**src/rtl/deser_pkg.sv**
```systemverilog
// Shared types and helpers for the lane deserializer.
// Latency: n/a (package only).
// Backpressure: n/a (package only).
package deser_pkg;

   // Assembly-side state: IDLE means no partial frame is held.
   typedef enum logic {
      IDLE  = 1'b0,
      SHIFT = 1'b1
   } state_t;

   // Counter width able to hold 0..MSG_SIZE.
   function automatic int cnt_w(input int msg_size);
      return $clog2(msg_size) + 1;
   endfunction

   function automatic bit lanes_legal(input int lanes);
      return (lanes == 1) || (lanes == 2) || (lanes == 4) || (lanes == 8);
   endfunction

endpackage

```
**src/rtl/deser_shift_reg.sv**
```systemverilog
// Frame shift register with selectable bit order.
// Latency: 1 cycle per lane group; sr_d exposes the value including this cycle's lanes.
// Backpressure: none; shifts whenever shift_en is high.
// Ports: clk, rst_n; shift_en (capture strobe); lanes_in (LANES bits);
//        sr_q (registered contents); sr_d (next contents, used to load a completed frame).
module deser_shift_reg #(
   parameter int MSG_SIZE  = 64,
   parameter int LANES     = 1,
   parameter int LSB_FIRST = 0
) (
   input  logic                clk,
   input  logic                rst_n,
   input  logic                shift_en,
   input  logic [LANES-1:0]    lanes_in,
   output logic [MSG_SIZE-1:0] sr_q,
   output logic [MSG_SIZE-1:0] sr_d
);

   always_comb begin
      sr_d = sr_q;
      if (shift_en) begin
         if (LSB_FIRST != 0) begin
            // Earliest bits migrate towards bit 0; lane 0 is the earlier bit.
            sr_d = {lanes_in, sr_q[MSG_SIZE-1:LANES]};
         end else begin
            // Earliest bits migrate towards the MSB; lane LANES-1 is the earlier bit.
            sr_d = {sr_q[MSG_SIZE-LANES-1:0], lanes_in};
         end
      end
   end

   always_ff @(posedge clk or negedge rst_n) begin
      if (!rst_n) begin
         sr_q <= '0;
      end else begin
         sr_q <= sr_d;
      end
   end

endmodule

```
**src/rtl/lane_deserializer.sv**
```systemverilog
// Multi-lane serial-to-parallel converter with a single holding register on a valid/ready port.
// Latency: frame visible on oData_out the cycle after its last lane group is captured.
// Backpressure: a frame completing while the holding register is full and not being read is
//               dropped and flagged by a one-cycle oOverflow pulse; capture itself never stalls.
// Ports: clk, rst_n; ena (capture enable); iData_in/iData_flag (lane data + qualifier);
//        iReady (downstream accept); oBit_counter, oBusy (partial frame status);
//        oData_out/oValid (completed frame); oOverflow, oAbort (event pulses).
module lane_deserializer
   import deser_pkg::*;
#(
   parameter int MSG_SIZE     = 64,
   parameter int LANES        = 1,
   parameter int LSB_FIRST    = 0,
   parameter int ABORT_ON_GAP = 1
) (
   input  logic                         clk,
   input  logic                         rst_n,
   input  logic                         ena,
   input  logic [LANES-1:0]             iData_in,
   input  logic                         iData_flag,
   input  logic                         iReady,
   output logic [cnt_w(MSG_SIZE)-1:0]   oBit_counter,
   output logic [MSG_SIZE-1:0]          oData_out,
   output logic                         oValid,
   output logic                         oBusy,
   output logic                         oOverflow,
   output logic                         oAbort
);

   localparam int CW = cnt_w(MSG_SIZE);

   if (!lanes_legal(LANES)) begin : g_bad_lanes
      $error("lane_deserializer: LANES must be 1, 2, 4 or 8");
   end
   if ((MSG_SIZE % LANES) != 0 || MSG_SIZE < 2 * LANES) begin : g_bad_size
      $error("lane_deserializer: MSG_SIZE must be a multiple of LANES and >= 2*LANES");
   end

   state_t              state_q, state_d;
   logic [CW-1:0]       cnt_q, cnt_d;
   logic [MSG_SIZE-1:0] data_q, data_d;
   logic                valid_q, valid_d;
   logic                ovf_q, ovf_d;
   logic                abort_q, abort_d;
   logic [MSG_SIZE-1:0] sr_q, sr_d;

   logic cap, last, gap, out_free;

   assign cap      = ena & iData_flag;
   assign last     = cap & (cnt_q == CW'(MSG_SIZE - LANES));
   // ena low is a pure freeze, so only an enabled cycle without flag counts as a gap.
   assign gap      = (ABORT_ON_GAP != 0) & ena & ~iData_flag & (cnt_q != '0);
   // The holding register can take a new frame if empty or emptied on this same edge.
   assign out_free = ~valid_q | iReady;

   deser_shift_reg #(
      .MSG_SIZE (MSG_SIZE),
      .LANES    (LANES),
      .LSB_FIRST(LSB_FIRST)
   ) u_sr (
      .clk     (clk),
      .rst_n   (rst_n),
      .shift_en(cap),
      .lanes_in(iData_in),
      .sr_q    (sr_q),
      .sr_d    (sr_d)
   );

   // FSM: state register
   always_ff @(posedge clk or negedge rst_n) begin
      if (!rst_n) begin
         state_q <= IDLE;
      end else begin
         state_q <= state_d;
      end
   end

   // FSM: next state
   always_comb begin
      state_d = state_q;
      case (state_q)
         IDLE:    if (cap)         state_d = SHIFT;
         SHIFT:   if (last || gap) state_d = IDLE;
         default:                  state_d = IDLE;
      endcase
   end

   // FSM: outputs (counter update); IDLE always holds a zero count.
   always_comb begin
      cnt_d = cnt_q;
      case (state_q)
         IDLE: cnt_d = cap ? CW'(LANES) : '0;
         SHIFT: begin
            if (last || gap) begin
               cnt_d = '0;
            end else if (cap) begin
               cnt_d = cnt_q + CW'(LANES);
            end
         end
         default: cnt_d = '0;
      endcase
   end

   // Output holding register and handshake; independent of ena.
   always_comb begin
      data_d  = data_q;
      valid_d = valid_q;
      ovf_d   = 1'b0;
      abort_d = gap;
      if (last) begin
         if (out_free) begin
            data_d  = sr_d;
            valid_d = 1'b1;
         end else begin
            ovf_d = 1'b1;
         end
      end else if (valid_q && iReady) begin
         valid_d = 1'b0;
      end
   end

   always_ff @(posedge clk or negedge rst_n) begin
      if (!rst_n) begin
         cnt_q   <= '0;
         data_q  <= '0;
         valid_q <= 1'b0;
         ovf_q   <= 1'b0;
         abort_q <= 1'b0;
      end else begin
         cnt_q   <= cnt_d;
         data_q  <= data_d;
         valid_q <= valid_d;
         ovf_q   <= ovf_d;
         abort_q <= abort_d;
      end
   end

   assign oBit_counter = cnt_q;
   assign oData_out    = data_q;
   assign oValid       = valid_q;
   assign oBusy        = (cnt_q != '0);
   assign oOverflow    = ovf_q;
   assign oAbort       = abort_q;

endmodule

```
**config.mk**
```make
export PLATFORM = sky130hd
export DESIGN_NAME = lane_deserializer
export DESIGN_NICKNAME = d
export VERILOG_FILES = /design/src/rtl/deser_pkg.sv /design/src/rtl/deser_shift_reg.sv /design/src/rtl/lane_deserializer.sv
export SDC_FILE = /design/constraint.sdc
export NUM_CORES = 1
export LEC_CHECK = 0
export BUFFER_PORTS_ARGS = -buffer_cell sky130_fd_sc_hd__buf_2
export CORE_ASPECT_RATIO = 1.2
export CORE_MARGIN = 2
export CORE_UTILIZATION = 55
export CTS_CLUSTER_DIAMETER = 40
export DETAILED_ROUTE_END_ITERATION = 8
export PLACE_DENSITY = 0.79
export SKIP_LAST_GASP = 1
export SLEW_MARGIN = 30
export SYNTH_ARGS = -nofsm -noshare
export SYNTH_HDL_FRONTEND = slang
export SYNTH_HIERARCHICAL = 1
export SYNTH_SLANG_ARGS = --single-unit
export TNS_END_PERCENT = 30
```
**constraint.sdc**
```tcl
create_clock -name clk -period 2.1 [get_ports clk]
set_clock_uncertainty 0.1 [all_clocks]
set_input_delay 0.42 -clock clk [delete_from_list [all_inputs] [get_ports clk]]
set_output_delay 0.42 -clock clk [all_outputs]
set_load 0.02 [all_outputs]
```
==> reports/qor.yml, run 1 <==
wire_per_inst_um: 16.95
avgSynthCellArea_um2: 17.29
hold_path_class: "input pin to register"
diodes: 0
worstPathRequired_ns: 1.58
critPathArrivalTime_ns: 1.49
hold_end: "u_sr/sr_q[0]"
root_buffer: "clkbuf_16"
pin_count: 81
end_kind: "output pin"
clock_latency_ns: 0.40
crit_chain: "nor4_4 -> nand3_1 -> buf_2"
post_dp_cell_area_mm2: 0.006191
p_leak_nw: 3.734
synth-edff-count: 0
seq_area_mm2: 0.003480
crit_path_start_kind: "register"
io_buffer_count: 80
holdPathStages: 2
ys_seq_area_frac: 0.6150
numCtsBuffers: 17
wl_um: 9545
worstHoldStart: "iData_in"
cts_num_sinks: 139
finalCritPeriodShare: 0.9583
place.gp.congestion: 0.8059
irDropWorstVdd_mv: 0.6913
synth.area.top_cells: "dfrtp_1 (62%), mux2_4 (17%), mux2_2 (13%)"
slew_viol_final: 0
crit_type: "register to output pin"
layout_min_cycle_time_ns: 2.013
start_util: 0.5650
ant_nets: 0
layout_common_cells: "dfrtp_1 (138), buf_2 (79), mux2_4 (64)"
multiInputGateArea_mm2: 0.001983
slowest_stage: "dfrtp_2"
r2r_setup_slack_ns: 0.27
cpPeakStageDelay_ns: 0.47
synthesis.nets: 335
finalHoldViolations: 0
die_y_um: 115.1
reg2reg_depth: 5
ys_async_sr_fraction: 1.000
dp_cells: 530
dp_hpwl_um: 6132
clockBufferDepth: 2
fill_cells: 690
tightest_slew_ns: 0.6273
syn_inst: 327
cp.buffers_inverters: 1
fp.coreArea_mm2: 0.01001
final.setup.tns_ns: 0
routed_via_density: 5.281
finalNetCount: 432
drive_gt1_frac: 0.5789
grt_max_degree: 42
utilization: 0.6885
ys_types: 32
grt-ovfl-total: 0
grt_pass1_wl_um: 15610
path_clk_slew_ns: 0.05
mostFrequentLayoutCell: "dfrtp_1"
rows: 40
synth_top_area_cell: "dfrtp_1"
synth.top_cell.area_share: 0.6150
die_w_um: 96.57
fmax_ghz: 0.4969
htreeDepth: 4
worstPathMaxFanout: 7
hold_slack_ns: 0.1968
track_usage: 0.1885
yosysWarnings: 6
cp_top_family: "flip-flops"
timing.rr.start: "oBit_counter[0]"
p_per_area_mw_per_mm2: 1014
final-instance-count-excl-fill: 563
synth_ff_type: "dfrtp_1"
timing.rr.end: "oBit_counter[0]"
num_vias: 2973
ys_seq_elements: 139
firstDrtPassIters: 4
drc: 0
netlist_area_mm2: 0.005655
antenna_found_initial: 0
drt_first_iter_violations: 115
rsz0062_at_grt: "false"
cts_tree: "done"
setup_viol: 0
slew-limit-headroom: 0.5818
design_area_mm2: 0.006892
first_global_vias: 3112
status: "completed"
max_cap_violations: 0
syn_to_final_growth_pct: 21.86
dieArea_mm2: 0.01111
## cell usage after synthesis, drive strengths merged (3+ instances only)
library cell / number
dfrtp: 139
mux2: 128
buf: 12
nand2b: 3
nand2: 5
o21ai: 4
nand3: 6
inv: 4
## area by class of cell
class                           instances  area share
Sequential cell                       139      0.5049
Multi-Input combinational cell        171      0.2878
Timing Repair Buffer                   91     0.08406
Clock buffer                           20     0.06627
Clock inverter                         12     0.03159
Tap cell                              126     0.02288
Inverter                                4    0.002542
## stage by stage
step	total power, W	setup slack (ns)
after floorplan	0.003469	0.3427
after global placement	0.003648	0.2332
after detailed placement	0.003675	0.1946
after CTS	0.007060	0.03022
after global routing	0.007251	0.01447
final	0.006988	0.08750
## sequential cells by signal (all words and copies together), names as in the netlist
name / flops
oOverflow: 1
oValid: 1
oData_out: 64
u_sr/sr_q: 64
oAbort: 1
state_q: 1
oBit_counter: 7
## worst reg2reg max path: cells and delay by family, from the launching register on
kind	cells	cell delay (ns)
AOI/OAI and AO/OA	2	0.67
adders and majority gates	1	0.23
buffers and inverters	1	0.08
DFF	1	0.43
and+or+nand+nor	1	0.17
## routing by layer
layer / part of all wire / vias to the layer above / wire [um] / GRT usage
met5: 0 / - / 0 / 0
met4: 0.014 / 0 / 129 / 0.07606
met3: 0.043 / 10 / 415 / 0.05505
met2: 0.50 / 63 / 4782 / 0.2880
met1: 0.44 / 1540 / 4217 / 0.2555
li1: - / 1360 / - / -
## power by group
group	total [W]	internal [W]	switching [W]
Clock	0.00333	0.00228	0.00105
Sequential	0.00299	0.00286	0.000135
Combinational	0.000666	0.000335	0.000331
## how the worst max path moves through the flow
stage | start | endpoint | slack (ns) | cells after the start
6_report | oBit_counter[2] | oBusy | 0.09 | 3
2_1_floorplan | oBit_counter[2] | oData_out[48] | 0.34 | 4
4_1_cts | oBit_counter[2] | oBusy | 0.03 | 3
3_3_place_gp | ena | oData_out[14] | 0.23 | 6
5_1_grt | oBit_counter[2] | oBusy | 0.01 | 3
3_5_place_dp | ena | oData_out[14] | 0.19 | 6
## kinds of logic after synthesis
kind of cell / count (synthesis) / synth area share
XOR/XNOR: 1 / 0.001549
buffers and inverters: 17 / 0.03695
AND/OR/NAND/NOR: 27 / 0.02921
adder cells (fa/ha/maj): 2 / 0.004424
AO/OA/AOI/OAI: 12 / 0.01372
flip-flops: 139 / 0.6150
multiplexers: 129 / 0.2991
## timing repair
item,4_1_cts,5_1_grt
hold buffers,1,0
endpoints found under the setup margin,1,1
buffers inserted,0,0
gates resized for setup,1,2
hold endpoints to repair,31,0
Power figures use the tool's default switching activity.
==> run 2: changes to the inputs <==
--- a/config.mk
+++ b/config.mk
@@ -11,6 +11,7 @@
 export CORE_UTILIZATION = 55
 export CTS_CLUSTER_DIAMETER = 40
 export DETAILED_ROUTE_END_ITERATION = 8
+export GPL_TIMING_DRIVEN = 0
 export PLACE_DENSITY = 0.79
 export SKIP_LAST_GASP = 1
 export SLEW_MARGIN = 30
==> reports/qor.yml, run 2 (synthesis gave the netlist of run 1 again) <==
status: "completed"
pin_count: 81  # unchanged
htreeDepth: 4  # unchanged
clockBufferDepth: 2  # unchanged
tightest_slew_ns: 0.6276  # +0.0002576 ns
syn_to_final_growth_pct: 22.01
cts_setup_buffers: 0  # unchanged
cts_tree: "done"
place.gp.congestion: 0.8113  # +0.67%
finalCritPeriodShare: 0.9449  # -0.01347
fp.coreArea_mm2: 0.01001  # unchanged
mostFrequentLayoutCell: "dfrtp_1"
finalHoldViolations: 0  # unchanged
path_clk_slew_ns: 0.06  # about the same
slowest_stage: "dfrtp_2"
routed_via_density: 5.254  # -0.51%
cpPeakStageDelay_ns: 0.45  # -0.02 ns
r2r_setup_slack_ns: 0.23  # -0.04 ns
worstPathMaxFanout: 5  # -2
first_global_vias: 3172  # +1.9%
rsz0062_at_grt: "false"
grt_pass1_wl_um: 16230  # +4.0%
swShare: 0.2373  # +0.02080
numCtsBuffers: 17  # unchanged
fmax_ghz: 0.5040  # +1.4%
ant_nets: 0  # unchanged
die_y_um: 115.1  # unchanged
clock_latency_ns: 0.40  # about the same
rows: 40  # unchanged
drive_gt1_frac: 0.5873  # +0.008354
crit_type: "register to output pin"
clkPwrFrac: 0.456  # -0.021
layout_min_cycle_time_ns: 1.984  # -0.02828 ns
grt_max_degree: 75  # +79%
layout_common_cells: "dfrtp_1 (136), buf_2 (79), mux2_4 (64)"
critPathArrivalTime_ns: 1.46  # -0.03 ns
final.setup.tns_ns: 0  # unchanged
hold_path_class: "input pin to register"
top_usage_layer: "met2"
use_met2: 0.3120  # +0.02407
num_vias: 2979  # +0.20%
pwr-share-seq: 0.444  # +0.016
io_buffer_count: 80  # unchanged
dp_hpwl_um: 6251  # +1.9%
intPower_w: 0.005129  # -6.3%
dieArea_mm2: 0.01111  # unchanged
grt_util_met1: 0.2540  # -0.001486
start_util: 0.5650  # unchanged
irDropWorstVdd_mv: 0.5920  # -14%
grt-ovfl-total: 0  # unchanged
drt_first_iter_violations: 58  # -50%
finalNetCount: 436  # +0.93%
post_dp_cell_area_mm2: 0.006251  # +0.97%
end_kind: "output pin"
antenna_found_initial: 0  # unchanged
firstDrtPassIters: 4  # unchanged
p_comb_frac: 0.100  # +0.005
use_met3: 0.05701  # +0.001966
wire_per_inst_um: 17.12  # +1.0%
design_area_mm2: 0.006900  # +0.13%
p_per_area_mw_per_mm2: 974.5  # -3.9%
drc: 0  # unchanged
max_cap_violations: 0  # unchanged
wl_um: 9709  # +1.7%
cts_num_sinks: 139  # unchanged
worstPathRequired_ns: 1.58  # about the same
reg2reg_depth: 4  # -1
crit_path_start_kind: "register"
slew_viol_final: 0  # unchanged
p_total_w: 0.006725  # -3.8%
setup_viol: 0  # unchanged
crit_chain: "nor4_4 -> nand3_1 -> buf_2"
root_buffer: "clkbuf_16"
die_w_um: 96.57  # unchanged
p_leak_nw: 3.711  # -0.60%
switching_power_w: 0.001596  # +5.5%
slew-limit-headroom: 0.5816  # about the same
holdPathStages: 2  # unchanged
diodes: 0  # unchanged
track_usage: 0.1949  # +0.006463
==> run 2: changes by cell type in the layout (fill, tap and decap cells not counted), sizes merged <==
cell	previous run	this run
bufinv	6	3
inv	4	5
clkinv	6	4
buf	90	93
clkinvlp	0	5
==> run 2: worst paths after layout <==
check / from / end
min in group asynchronous: rst_n / oData_out[12]
hold / removal: iData_in / u_sr/sr_q[0]
max in group asynchronous: rst_n / oBit_counter[5]
setup / recovery: oBit_counter[6] / oBusy
setup reg to reg: oBit_counter[1] / oData_out[50]
hold reg to reg: oData_out[54] / oData_out[54]
==> run 2: timing repair <==
action	in CTS	in global routing
endpoints found under the hold margin	73	0
resized for setup	1	4
pin swaps	0	1
hold buffers	1	0
setup endpoints to repair	1	1
==> run 2: final cells by class <==
cell class / instances / area, um^2
clock buffer: 19 / 452.9
clock inverter: 13 / 167.7
tap: 126 / 157.7
fill: 681 / 3109
sequential: 139 / 3482
inverter: 4 / 15.01
timing repair buffer: 82 / 447.9
buffer: 13 / 193.9
multi-input combinational: 171 / 1983
==> run 2: power by group through the flow <==
stage	Combinational, W	Sequential, W	Clock [W]
detailed placement	0.000665	0.00302	0
global route	0.000738	0.00300	0.00325
global placement	0.000637	0.00301	0
finish	0.000674	0.00298	0.00307
CTS	0.000684	0.00298	0.00312
floorplan	0.000450	0.00302	0
==> run 2: per-stage QoR <==
stage | worst slack, ns | utilization | hold slack [ns] | std cells
finish | 0.1158 | 0.6894 | 0.1666 | 567
global placement | -1.222 | 0.6208 | 0.3734 | 533
floorplan | 0.3427 | - | 0.02441 | 327
detailed placement | 0.06760 | 0.6245 | 0.3245 | 534
global route | 0.01726 | 0.6894 | 0.1558 | 567
CTS | 0.02224 | 0.6881 | 0.1500 | 567
==> run 2: metal layers <==
metal | up-vias | routed length, um
met4 | 0 | 101
met5 | - | 0
met3 | 9 | 363
li1 | 1368 | -
met1 | 1546 | 4207
met2 | 56 | 5037
==> run 2: critical path, delay by kind of cell (launching register included) <==
family	cells	cell delay (ns)
buf+inv	1	0.17
flops	1	0.45
simple gates	2	0.44
